## config.mk

```make
export PLATFORM = sky130hd
export DESIGN_NAME = wf_align_array_flat
export DESIGN_NICKNAME = d
export VERILOG_FILES = /design/src/rtl/wf_pkg.sv /design/src/rtl/wf_align_array_if.sv /design/src/rtl/wf_pe.sv /design/src/rtl/wf_align_array.sv /design/src/flat_wrapper.sv
export SDC_FILE = /design/constraint.sdc
export NUM_CORES = 1
export LEC_CHECK = 0
export BUFFER_PORTS_ARGS = -buffer_cell sky130_fd_sc_hd__clkbuf_2
export CORE_ASPECT_RATIO = 2
export CORE_UTILIZATION = 60
export DETAILED_ROUTE_END_ITERATION = 10
export GPL_ROUTABILITY_DRIVEN = 1
export GPL_TIMING_DRIVEN = 0
export PLACE_DENSITY = 0.77
export REMOVE_ABC_BUFFERS = 1
export SLEW_MARGIN = 0
export SYNTH_ARGS = -nofsm -noshare
export SYNTH_HDL_FRONTEND = slang
export SYNTH_SLANG_ARGS = --single-unit
```

## constraint.sdc

```tcl
create_clock -name clk -period 11 [get_ports clk]
set_input_delay 1.1 -clock clk [delete_from_list [all_inputs] [get_ports clk]]
set_output_delay 1.1 -clock clk [all_outputs]
set_load 0.05 [all_outputs]
```

## src/rtl/wf_pkg.sv

```systemverilog
// Shared types, encodings and saturating arithmetic helpers for the wavefront aligner.
package wf_pkg;

  typedef enum logic [1:0] {
    ST_IDLE  = 2'd0,
    ST_RUN   = 2'd1,
    ST_DRAIN = 2'd2,
    ST_DONE  = 2'd3
  } state_e;

  typedef enum logic {
    MODE_GLOBAL = 1'b0,
    MODE_SEMI   = 1'b1
  } mode_e;

  localparam logic [2:0] NT_A = 3'd0;
  localparam logic [2:0] NT_C = 3'd1;
  localparam logic [2:0] NT_G = 3'd2;
  localparam logic [2:0] NT_T = 3'd3;
  localparam logic [2:0] NT_N = 3'd4;

  // Sum clamped to 2^w-1; operands are assumed already below that ceiling.
  function automatic logic [31:0] sat_add(input logic [31:0] a, input logic [31:0] b,
                                          input int w);
    logic [32:0] s;
    logic [32:0] mx;
    s  = {1'b0, a} + {1'b0, b};
    mx = (33'd1 << w) - 33'd1;
    return (s > mx) ? mx[31:0] : s[31:0];
  endfunction

  function automatic logic sat_hit(input logic [31:0] a, input logic [31:0] b, input int w);
    logic [32:0] s;
    logic [32:0] mx;
    s  = {1'b0, a} + {1'b0, b};
    mx = (33'd1 << w) - 33'd1;
    return s > mx;
  endfunction

endpackage

```

## src/rtl/wf_align_array_if.sv

```systemverilog
// Host-side bundle of the aligner: job control, reference stream and result.
interface wf_align_array_if #(
  parameter int N_PE    = 4,
  parameter int SYM_W   = 3,
  parameter int SCORE_W = 8
);
  // Reference beat transfers on a rising edge where ref_valid && ref_ready; the
  // source may change ref_sym/ref_last freely while ref_valid is low.
  logic                    start;
  logic                    mode;
  logic [N_PE*SYM_W-1:0]   query;
  logic                    ref_valid;
  logic [SYM_W-1:0]        ref_sym;
  logic                    ref_last;
  logic                    ref_ready;
  logic                    busy;
  logic                    done;
  logic [SCORE_W-1:0]      score;
  logic                    sat;
  wf_pkg::state_e          state_dbg;

  modport master (
    output start, mode, query, ref_valid, ref_sym, ref_last,
    input  ref_ready, busy, done, score, sat, state_dbg
  );

  modport slave (
    input  start, mode, query, ref_valid, ref_sym, ref_last,
    output ref_ready, busy, done, score, sat, state_dbg
  );
endinterface

```

## src/rtl/wf_pe.sv

```systemverilog
// One systolic cell: computes H[i][j+1] from the left neighbour and its own up value.
module wf_pe
  import wf_pkg::*;
#(
  parameter int SYM_W    = 3,
  parameter int SCORE_W  = 8,
  parameter int MIS_COST = 1,
  parameter int GAP_COST = 1,
  parameter int INIT_UP  = 0
) (
  input  logic               clk,
  input  logic               reset,
  input  logic               clr_i,
  input  logic [SYM_W-1:0]   q_sym_i,
  input  logic               in_valid_i,
  input  logic [SYM_W-1:0]   in_sym_i,
  input  logic               in_last_i,
  input  logic [SCORE_W-1:0] in_curr_i,
  input  logic [SCORE_W-1:0] in_prev_i,
  output logic               out_valid_o,
  output logic [SYM_W-1:0]   out_sym_o,
  output logic               out_last_o,
  output logic [SCORE_W-1:0] out_curr_o,
  output logic [SCORE_W-1:0] out_prev_o,
  output logic               sat_hit_o
);

  logic [SYM_W-1:0]   q_sym_q;
  logic [SCORE_W-1:0] up_q;
  logic               valid_q;
  logic [SYM_W-1:0]   sym_q;
  logic               last_q;
  logic [SCORE_W-1:0] curr_q;
  logic [SCORE_W-1:0] prev_q;

  logic [31:0]        mis;
  logic [SCORE_W-1:0] diag, up, left, cell_d;

  always_comb begin
    mis  = (in_sym_i != q_sym_q) ? 32'(MIS_COST) : 32'd0;
    diag = SCORE_W'(sat_add(32'(in_prev_i), mis, SCORE_W));
    up   = SCORE_W'(sat_add(32'(up_q), 32'(GAP_COST), SCORE_W));
    left = SCORE_W'(sat_add(32'(in_curr_i), 32'(GAP_COST), SCORE_W));
    cell_d = diag;
    if (up < cell_d) cell_d = up;
    if (left < cell_d) cell_d = left;
    sat_hit_o = in_valid_i && (sat_hit(32'(in_prev_i), mis, SCORE_W) ||
                               sat_hit(32'(up_q), 32'(GAP_COST), SCORE_W) ||
                               sat_hit(32'(in_curr_i), 32'(GAP_COST), SCORE_W));
  end

  // A bubble only clears the forwarded valid; every data register holds.
  always_ff @(posedge clk) begin
    if (!reset) begin
      q_sym_q <= '0;
      up_q    <= '0;
      valid_q <= 1'b0;
      sym_q   <= '0;
      last_q  <= 1'b0;
      curr_q  <= '0;
      prev_q  <= '0;
    end else if (clr_i) begin
      q_sym_q <= q_sym_i;
      up_q    <= SCORE_W'(INIT_UP);
      valid_q <= 1'b0;
      sym_q   <= '0;
      last_q  <= 1'b0;
      curr_q  <= '0;
      prev_q  <= '0;
    end else begin
      valid_q <= in_valid_i;
      if (in_valid_i) begin
        sym_q  <= in_sym_i;
        last_q <= in_last_i;
        curr_q <= cell_d;
        prev_q <= up_q;
        up_q   <= cell_d;
      end
    end
  end

  assign out_valid_o = valid_q;
  assign out_sym_o   = sym_q;
  assign out_last_o  = last_q;
  assign out_curr_o  = curr_q;
  assign out_prev_o  = prev_q;

endmodule

```

## src/rtl/wf_align_array.sv

```systemverilog
// Wavefront aligner top: job FSM, left-boundary generator, PE chain and result capture.
module wf_align_array
  import wf_pkg::*;
#(
  parameter int N_PE     = 4,
  parameter int SYM_W    = 3,
  parameter int SCORE_W  = 8,
  parameter int MAX_REF  = 255,
  parameter int MIS_COST = 1,
  parameter int GAP_COST = 1
) (
  input  logic             clk,
  input  logic             reset,
  wf_align_array_if.slave  bus
);

  localparam int RW      = $clog2(MAX_REF + 1);
  localparam int DW      = (N_PE > 2) ? $clog2(N_PE - 1) : 1;
  localparam int SMAX    = (1 << SCORE_W) - 1;
  localparam bit TOP_SAT = (N_PE * GAP_COST) > SMAX;

  state_e             state_q, state_d;
  mode_e              mode_q, mode_d;
  logic [RW-1:0]      row_q, row_d;
  logic [DW-1:0]      drain_q, drain_d;
  logic [SCORE_W-1:0] left_q, left_d;
  logic [SCORE_W-1:0] min_q, min_d;
  logic [SCORE_W-1:0] score_q, score_d;
  logic               done_q, done_d;
  logic               sat_q, sat_d;

  logic               start_ok, acc, at_max, final_beat, left_hit;
  logic [SCORE_W-1:0] curr_left;

  logic               v_c   [N_PE+1];
  logic               l_c   [N_PE+1];
  logic [SYM_W-1:0]   s_c   [N_PE+1];
  logic [SCORE_W-1:0] cur_c [N_PE+1];
  logic [SCORE_W-1:0] prv_c [N_PE+1];
  logic [N_PE-1:0]    pe_hit;

  assign start_ok   = bus.start && (state_q == ST_IDLE);
  assign acc        = bus.ref_valid && (state_q == ST_RUN);
  assign at_max     = (row_q == RW'(MAX_REF - 1));
  assign final_beat = acc && (bus.ref_last || at_max);

  // Left boundary is accumulated one GAP_COST per row instead of multiplied.
  assign curr_left = (mode_q == MODE_SEMI) ? '0 :
                     SCORE_W'(sat_add(32'(left_q), 32'(GAP_COST), SCORE_W));
  assign left_hit  = (mode_q == MODE_GLOBAL) &&
                     sat_hit(32'(left_q), 32'(GAP_COST), SCORE_W);

  assign v_c[0]   = acc;
  assign s_c[0]   = bus.ref_sym;
  assign l_c[0]   = final_beat;
  assign cur_c[0] = curr_left;
  assign prv_c[0] = left_q;

  for (genvar j = 0; j < N_PE; j++) begin : g_pe
    localparam int RAW = (j + 1) * GAP_COST;
    wf_pe #(
      .SYM_W    (SYM_W),
      .SCORE_W  (SCORE_W),
      .MIS_COST (MIS_COST),
      .GAP_COST (GAP_COST),
      .INIT_UP  ((RAW > SMAX) ? SMAX : RAW)
    ) u_pe (
      .clk         (clk),
      .reset       (reset),
      .clr_i       (start_ok),
      .q_sym_i     (bus.query[j*SYM_W +: SYM_W]),
      .in_valid_i  (v_c[j]),
      .in_sym_i    (s_c[j]),
      .in_last_i   (l_c[j]),
      .in_curr_i   (cur_c[j]),
      .in_prev_i   (prv_c[j]),
      .out_valid_o (v_c[j+1]),
      .out_sym_o   (s_c[j+1]),
      .out_last_o  (l_c[j+1]),
      .out_curr_o  (cur_c[j+1]),
      .out_prev_o  (prv_c[j+1]),
      .sat_hit_o   (pe_hit[j])
    );
  end

  always_ff @(posedge clk) begin
    if (!reset) state_q <= ST_IDLE;
    else        state_q <= state_d;
  end

  always_comb begin
    state_d = state_q;
    case (state_q)
      ST_IDLE:  if (bus.start) state_d = ST_RUN;
      ST_RUN:   if (final_beat) state_d = (N_PE > 1) ? ST_DRAIN : ST_DONE;
      ST_DRAIN: if (drain_q == DW'(N_PE - 2)) state_d = ST_DONE;
      ST_DONE:  state_d = ST_IDLE;
      default:  state_d = ST_IDLE;
    endcase
  end

  always_comb begin
    bus.ref_ready = (state_q == ST_RUN);
    bus.busy      = (state_q != ST_IDLE);
    bus.state_dbg = state_q;
    bus.done      = done_q;
    bus.score     = score_q;
    bus.sat       = sat_q;
  end

  // The last row leaves the final PE during DONE, so it is folded in combinationally there.
  always_comb begin
    row_d   = row_q;
    left_d  = left_q;
    mode_d  = mode_q;
    drain_d = drain_q;
    min_d   = min_q;
    score_d = score_q;
    done_d  = 1'b0;
    sat_d   = sat_q;
    if (start_ok) begin
      row_d   = '0;
      left_d  = '0;
      mode_d  = mode_e'(bus.mode);
      drain_d = '0;
      min_d   = '1;
      score_d = '0;
      sat_d   = 1'b0;
    end else begin
      if (acc) begin
        if (row_q != RW'(MAX_REF)) row_d = row_q + RW'(1);
        left_d = curr_left;
        if (left_hit || at_max || TOP_SAT) sat_d = 1'b1;
      end
      if (|pe_hit) sat_d = 1'b1;
      if (v_c[N_PE] && (cur_c[N_PE] < min_q)) min_d = cur_c[N_PE];
      if (state_q == ST_DRAIN) drain_d = drain_q + DW'(1);
      if (state_q == ST_DONE) begin
        done_d  = 1'b1;
        score_d = (mode_q == MODE_SEMI) ? min_d : cur_c[N_PE];
      end
    end
  end

  always_ff @(posedge clk) begin
    if (!reset) begin
      row_q   <= '0;
      left_q  <= '0;
      mode_q  <= MODE_GLOBAL;
      drain_q <= '0;
      min_q   <= '0;
      score_q <= '0;
      done_q  <= 1'b0;
      sat_q   <= 1'b0;
    end else begin
      row_q   <= row_d;
      left_q  <= left_d;
      mode_q  <= mode_d;
      drain_q <= drain_d;
      min_q   <= min_d;
      score_q <= score_d;
      done_q  <= done_d;
      sat_q   <= sat_d;
    end
  end

endmodule

```

## src/flat_wrapper.sv

```systemverilog
// flat-port wrapper written by rule: the top's interface ports become plain ports
module wf_align_array_flat import wf_pkg::*;
#(
  parameter int N_PE     = 4,
  parameter int SYM_W    = 3,
  parameter int SCORE_W  = 8,
  parameter int MAX_REF  = 255,
  parameter int MIS_COST = 1,
  parameter int GAP_COST = 1
)
  (clk, reset, bus_start, bus_mode, bus_query, bus_ref_valid, bus_ref_sym, bus_ref_last, bus_ref_ready, bus_busy, bus_done, bus_score, bus_sat, bus_state_dbg);
  wf_align_array_if #(.N_PE(N_PE), .SYM_W(SYM_W), .SCORE_W(SCORE_W)) bus_i ();
  input  logic clk;
  input  logic reset;
  input wire logic [$bits(bus_i.start)-1:0] bus_start;
  input wire logic [$bits(bus_i.mode)-1:0] bus_mode;
  input wire logic [$bits(bus_i.query)-1:0] bus_query;
  input wire logic [$bits(bus_i.ref_valid)-1:0] bus_ref_valid;
  input wire logic [$bits(bus_i.ref_sym)-1:0] bus_ref_sym;
  input wire logic [$bits(bus_i.ref_last)-1:0] bus_ref_last;
  output wire logic [$bits(bus_i.ref_ready)-1:0] bus_ref_ready;
  output wire logic [$bits(bus_i.busy)-1:0] bus_busy;
  output wire logic [$bits(bus_i.done)-1:0] bus_done;
  output wire logic [$bits(bus_i.score)-1:0] bus_score;
  output wire logic [$bits(bus_i.sat)-1:0] bus_sat;
  output wire logic [$bits(bus_i.state_dbg)-1:0] bus_state_dbg;
  assign bus_i.start = bus_start;
  assign bus_i.mode = bus_mode;
  assign bus_i.query = bus_query;
  assign bus_i.ref_valid = bus_ref_valid;
  assign bus_i.ref_sym = bus_ref_sym;
  assign bus_i.ref_last = bus_ref_last;
  assign bus_ref_ready = bus_i.ref_ready;
  assign bus_busy = bus_i.busy;
  assign bus_done = bus_i.done;
  assign bus_score = bus_i.score;
  assign bus_sat = bus_i.sat;
  assign bus_state_dbg = bus_i.state_dbg;
  wf_align_array #(.N_PE(N_PE), .SYM_W(SYM_W), .SCORE_W(SCORE_W), .MAX_REF(MAX_REF), .MIS_COST(MIS_COST), .GAP_COST(GAP_COST)) u_core (.clk(clk), .reset(reset), .bus(bus_i));
endmodule
```

# --- Word-level counts from Yosys, hierarchy flattened ---
# Cells that the tools add are included.
classes:
  n_mul: 0
  bitwise: 2
  addsub: 15
  div: 0
  n_reduce_logical: 32
  n_mux: 45
  magnitude_cmp: 22
  eq_ne: 13
  shifts: 0
ops:
  columns: ["operator", "count"]
  rows:
  - ["2-to-1 mux 8 bit", 25]
  - ["greater-than comparator 9 x 8 -> 1 bit, second input constant", 13]
  - ["adder 8 x 1 -> 9 bit, second input constant", 9]
  - ["< comparator 8 bit", 9]
  - ["adder 8 x 1 -> 9 bit", 4]
  - ["2-to-1 mux 2 bit", 7]
  - ["nonzero test 2 bit", 7]
  - ["inequality test 3 bit", 4]
  - ["logical OR 1 bit", 10]
  - ["2-to-1 mux 1 bit", 10]
  - ["logical AND 1 bit", 9]
  - ["adder 8 x 1 -> 8 bit, second input constant", 1]
  - ["== test 8 bit, second input constant", 1]
  - ["inequality test 8 bit, second input constant", 1]
  - ["case mux 2 bit (4 select lines)", 1]
  - ["== test 2 bit, second input constant", 3]
  - ["2-to-1 mux 3 bit", 2]
  - ["inequality test 2 x 1 -> 1 bit, second input constant", 2]
  - ["AND reduction 2 bit", 2]
  - ["OR reduction 4 bit", 1]
  - ["AND reduction 3 bit", 1]
  - ["adder 2 x 1 -> 2 bit, second input constant", 1]
  - ["== test 2 x 1 -> 1 bit, second input constant", 1]
  - ["logical NOT 2 bit", 1]
  - ["3 further kinds", 4]
word_totals:
  latch_bits: 0
  mem_bits_ro: 0
  in_bits: 21
  output_inout_bits: 14
  memories: 0
  reg_bits: 152
  ram_bits: 0

# --- Logic depth before layout (Yosys ltp) ---
depth:
  word_depth: 11
  ltp_mapped: 27
  mapped_depth_nobuf: 26

# --- Hierarchy ---
# From an unflattened synthesis, not the netlist that was laid out.
unflattened:
  cells_unflattened: 1349
  hier_area_um2: 10903.0
by_module_without_submodules:
  columns: ["module", "n_inst", "cells_each", "area_per_inst_um2"]
  rows:
  - ["wf_align_array", 1, 291, 2299.7]
  - ["wf_pe at u_core.g_pe[2].u_pe", 1, 273, 2182.1]
  - ["wf_pe at u_core.g_pe[0].u_pe", 1, 264, 2147.1]
  - ["wf_pe at u_core.g_pe[3].u_pe", 1, 262, 2140.8]
  - ["wf_pe at u_core.g_pe[1].u_pe", 1, 259, 2133.3]

# --- Worst setup path after synthesis ---
# OpenSTA, ideal clock, no wires.
synth_path:
  path_type: "reg2reg"
  start: "register u_core.g_pe[1].u_pe.sym_q[1]"
  end: "register u_core.g_pe[2].u_pe.up_q[1]"
  setup_ns: 0.132
  period_less_slack_ns: 5.301
  required_time_ns: 10.868
  stages_incl_launch_ff: 27
  arrival_time_ns: 5.169
  setup_slack_ns: 5.699
  cell_sequence: "dfxtp_1 -> xnor2_1 -> nand3_1 -> ha_1 -> ha_1 -> and3_1 -> and2_1 -> and3_1 -> or2_2 -> inv_1 -> ha_1 -> a21o_1 -> a21o_1 -> a221oi_1 -> and2_1 -> nor2_1 -> a31oi_1 -> inv_1 -> ha_1 -> a21o_1 -> a21o_1 -> a221o_1 -> nor3b_1 -> a31oi_1 -> buf_2 -> o211ai_1 -> a21oi_1"
synth_via:
  elab_chain_len: 11
synth_rtl:
  columns: ["element", "line", "rtl"]
  rows:
  - ["start, declared", "wf_pe.sv:31", "logic [SYM_W-1:0] sym_q;"]
  - ["start signal, assigned", "wf_pe.sv:73", "sym_q <= in_sym_i;"]
  - ["inequality test 3 bit *", "wf_pe.sv:40", "mis = (in_sym_i != q_sym_q) ? 32'(MIS_COST) : 32'd0;"]
  - ["2-to-1 mux 1 bit *", "wf_pe.sv:40", null]
  - ["adder 8 x 1 -> 9 bit *", "wf_pkg.sv:27", "s = {1'b0, a} + {1'b0, b};"]
  - ["greater-than comparator 9 x 8 -> 1 bit", "wf_pkg.sv:29", "return (s > mx) ? mx[31:0] : s[31:0];"]
  - ["2-to-1 mux 8 bit *", "wf_pkg.sv:29", null]
  - ["< comparator 8 bit", "wf_pe.sv:45", "if (up < cell_d) cell_d = up;"]
  - ["2-to-1 mux 8 bit *", "wf_pe.sv:45", null]
  - ["< comparator 8 bit", "wf_pe.sv:46", "if (left < cell_d) cell_d = left;"]
  - ["2-to-1 mux 8 bit *", "wf_pe.sv:46", null]
  - ["2-to-1 mux 2 bit *", "wf_pe.sv:72", "if (in_valid_i) begin"]
  - ["2-to-1 mux 2 bit *", "wf_pe.sv:62", "end else if (clr_i) begin"]
  - ["end signal, assigned", "wf_pe.sv:64", "up_q <= SCORE_W'(INIT_UP);"]
  - ["end signal, assigned", "wf_pe.sv:77", "up_q <= cell_d;"]
  - ["end, declared", "wf_pe.sv:29", "logic [SCORE_W-1:0] up_q;"]
# Every way passes the cells marked *; elsewhere a longest branch is shown, timed or not. The select of a mux whose other input is x is not followed.
# A chain may end at the register's enable or synchronous reset.

# --- Final worst setup path ---
layout_path:
  start: "register u_core.g_pe[1].u_pe.sym_q[2]"
  end: "register u_core.g_pe[2].u_pe.up_q[5]"
layout_via:
  elab_chain_len: 9
layout_rtl:
  columns: ["element", "line"]
  rows:
  - ["inequality test 3 bit *", "wf_pe.sv:40"]
  - ["2-to-1 mux 1 bit *", "wf_pe.sv:40"]
  - ["adder 8 x 1 -> 9 bit *", "wf_pkg.sv:27"]
  - ["greater-than comparator 9 x 8 -> 1 bit", "wf_pkg.sv:29"]
  - ["2-to-1 mux 8 bit *", "wf_pkg.sv:29"]
  - ["< comparator 8 bit", "wf_pe.sv:45"]
  - ["2-to-1 mux 8 bit *", "wf_pe.sv:45"]
  - ["< comparator 8 bit", "wf_pe.sv:46"]
  - ["2-to-1 mux 8 bit *", "wf_pe.sv:46"]
# Every way passes the cells marked *; elsewhere a longest branch is shown, timed or not.

==> flow_metrics.env <==
export IMPL_groute_layer_met3_usage_pct=5.26
export IMPL_post_place_ws_ns=4.76
export IMPL_cts_path_max_buffers=2
export IMPL_wl_um=27800
export IMPL_path_max_fanout=13
export IMPL_first_iter_violations=474
export IMPL_hold_path_class="flop to flop"
export IMPL_ys_warn_count=0
export IMPL_fin_util_pct=65.0
export IMPL_grt_pass1_vias=9652
export IMPL_finalSetupViolations=0
export IMPL_yosys_area_top_type="dfxtp_1"
export IMPL_gp_congestion=0.947
export IMPL_clock_latency_ns=0.42
export IMPL_dp_cells=1500
export IMPL_synth_area_mm2=0.0102
export IMPL_hold_viol=0
export IMPL_cts_setup_buffers=0
export IMPL_crit_slowest_cell="a221oi_1"
export IMPL_post_route_period_util_pct=60.3
export IMPL_rsz0062_at_grt="no"
export IMPL_syn2layout_area_growth_pct=6.31
export IMPL_dp_hpwl_um=20900
export IMPL_slowest_delay_ns=0.61
export IMPL_ant_nets=0
export IMPL_drv_cap=0
export IMPL_grtUsageTotal_pct=32.9
export IMPL_peakVddDrop_mv=0.267
export IMPL_critPathLaunchType="flop"
export IMPL_holdBufCountCts=0
export IMPL_ys_dominant_reg_cell="dfxtp_1"
export IMPL_required_ns=11.34
export IMPL_grt_overflow=0
export IMPL_worst_pin_slew_ns=1.24
export IMPL_core_mm2=0.0167
export IMPL_grt_first_pass_wirelength_um=45500
export IMPL_portBuffers=34
export IMPL_leakage_nw=4.54
export IMPL_synth_ff_latch_count=125
export IMPL_start_util_pct=61.2
export IMPL_synth_top_area_share_pct=24.5
export IMPL_diodes=0
export IMPL_crit_type="flop to flop"
export IMPL_skew_ns=0.00714
export IMPL_synth_area_top_cells="dfxtp_1 25%, ha_1 12%, nand2_1 6.3%"
export IMPL_synth_distinct_cells=88
export IMPL_dieArea_mm2=0.0176
export IMPL_gr_usage_met1_pct=32.5
export IMPL_synth_cells=1335
export IMPL_cts_htree_levels=4
export IMPL_p_per_area_mw_per_mm2=192
export IMPL_finalNonFillerCells=1530
export IMPL_first_pass_iters=10
export IMPL_top_usage_layer="met2"
export IMPL_clock_sinks=125
export IMPL_violations="DRC"
export IMPL_drive_gt1_share_pct=7.63
export IMPL_antenna_found_initial=0
export IMPL_cts_resized=0
export IMPL_drc=2
export IMPL_nets=1428
export IMPL_die_x_um=94.2
export IMPL_fillCellCount=1447
export IMPL_fmax_ghz=0.151
export IMPL_io_pins=35
export IMPL_wl_per_cell_um=18.2
export IMPL_setup_tns_ns=0
export IMPL_num_vias=9756
export IMPL_period_needed_ns=6.63
export IMPL_fin_ws_ns=4.37
export IMPL_cp_arrival_ns=6.97
export IMPL_use_met2_pct=59.6
export IMPL_mostFrequentLayoutCells="169 x nand2_1, 125 x dfxtp_1, 114 x nor2_1"
export IMPL_synth_edf_count=0
export IMPL_clkTransAtPathRegs_ns=0.06
export IMPL_cts_buffers=17
export IMPL_num_rows=67
export IMPL_via_per_inst=6.38
export IMPL_synth_async_reset_ratio_pct=0
export IMPL_final_common_cell="nand2_1"
export IMPL_maxSlewViolCount=0
export IMPL_status="finished with violations"
export IMPL_tritoncts="built"
export IMPL_root_buffer="clkbuf_16"
export IMPL_die_h_um=186
export IMPL_endpoint_kind="flop"
export IMPL_grt_start_max_net_pins=47
export IMPL_slew_headroom_pct=17.2
export IMPL_ys_seq_area_share_pct=24.5
export IMPL_syn_area_per_cell_um2=7.65
[worst max-delay path, delay by kind of cell (launching register included)]
kind	cells	cell delay [ns]
adder cells (fa/ha/maj)	4	1.02
XOR/XNOR	1	0.14
AO/OA/AOI/OAI	11	3.00
AND/OR/NAND/NOR	8	1.86
buffers and inverters	2	0.15
flip-flops	1	0.37
[final cells by class]
class                           count  area (um2)  area share [%]
Multi-Input combinational cell   1073        7090            65.3
Sequential cell                   125        2500            23.1
Clock buffer                       20         447            4.12
Tap cell                          207         259            2.39
Inverter                           60         225            2.08
Timing Repair Buffer               35         190            1.75
Clock inverter                     10         141            1.30
[state kept, by name (all words and copies together) (netlist names), 2 cells and up]
| name | flops |
|---|---|
| u_core.left_q | 8 |
| u_core.bus.state_dbg | 2 |
| u_core.row_q | 8 |
| u_core.bus.score | 8 |
| u_core.g_pe.u_pe.up_q | 32 |
| u_core.drain_q | 2 |
| u_core.g_pe.u_pe.out_valid_o | 4 |
| u_core.g_pe.u_pe.out_prev_o | 24 |
| u_core.g_pe.u_pe.q_sym_q | 12 |
| u_core.g_pe.u_pe.out_sym_o | 9 |
| u_core.g_pe.u_pe.out_curr_o | 5 |
| u_core.min_q | 8 |
[cell families after synthesis]
kind of cell,after synthesis,synth area share [%]
compound gates,327,21.1
xor+xnor,58,4.98
fa+ha+maj,95,11.6
buf+inv,137,6.15
flops,125,24.5
mux,57,5.77
simple gates,536,25.9
[routing by layer]
layer | vias up | routed length [um]
met3 | 135 | 941
met2 | 281 | 14700
met5 | - | 0
li1 | 4768 | -
met1 | 4572 | 10100
met4 | 0 | 2010
[power by group]
group / switching, mW / leakage, nW / internal, mW
registers: 0.0736 / 1.01 / 0.500
logic: 0.607 / 3.24 / 0.338
clock network: 0.210 / 0.282 / 0.360
[final timing paths]
path | startpoint | end | slack [ns] | cells after the start
setup / recovery | u_core.g_pe[1].u_pe.out_sym_o[2] | u_core.g_pe[2].u_pe.up_q[5] | 4.37 | 26
hold / removal | u_core.g_pe[0].u_pe.q_sym_q[0] | u_core.g_pe[0].u_pe.q_sym_q[0] | 0.47 | 2
setup reg to reg | u_core.g_pe[1].u_pe.out_sym_o[2] | u_core.g_pe[2].u_pe.up_q[5] | 4.37 | 26
hold reg to reg | u_core.g_pe[0].u_pe.q_sym_q[0] | u_core.g_pe[0].u_pe.q_sym_q[0] | 0.47 | 2
[synthesized netlist by cell type, types with 5 or more instances]
cell type / n
mux2i_1: 48
xnor2_1: 33
a31oi_1: 17
inv_1: 58
o211ai_1: 11
and4_1: 17
nor4_1: 10
buf_6: 10
or2_2: 6
xor2_1: 25
nor2_1: 115
a211o_1: 6
ha_1: 95
and3_1: 15
and2_1: 14
a21o_1: 29
a211oi_1: 18
buf_4: 5
nand3b_1: 5
a2111oi_0: 6
buf_2: 7
nand3_1: 62
o31ai_1: 5
nor3b_1: 8
dfxtp_1: 125
nand2b_1: 19
nor2b_1: 9
clkbuf_1: 49
nand4_1: 27
mux2_2: 7
nor4b_1: 5
nor3_1: 27
o21ai_0: 80
nand2_1: 170
a21oi_1: 92
or3_1: 9
[metrics by stage]
stage / hold WS, ns / power, mW / instance area, um2
6_report: 0.467 / 2.09 / 10900
5_1_grt: 0.483 / 2.22 / 10900
4_1_cts: 0.468 / 2.08 / 10900
3_5_place_dp: 0.458 / 1.50 / 10300
3_3_place_gp: 0.450 / 1.48 / 10200
2_1_floorplan: 0.441 / 1.26 / 9800
Note: power is estimated with default switching activity, not from simulation.
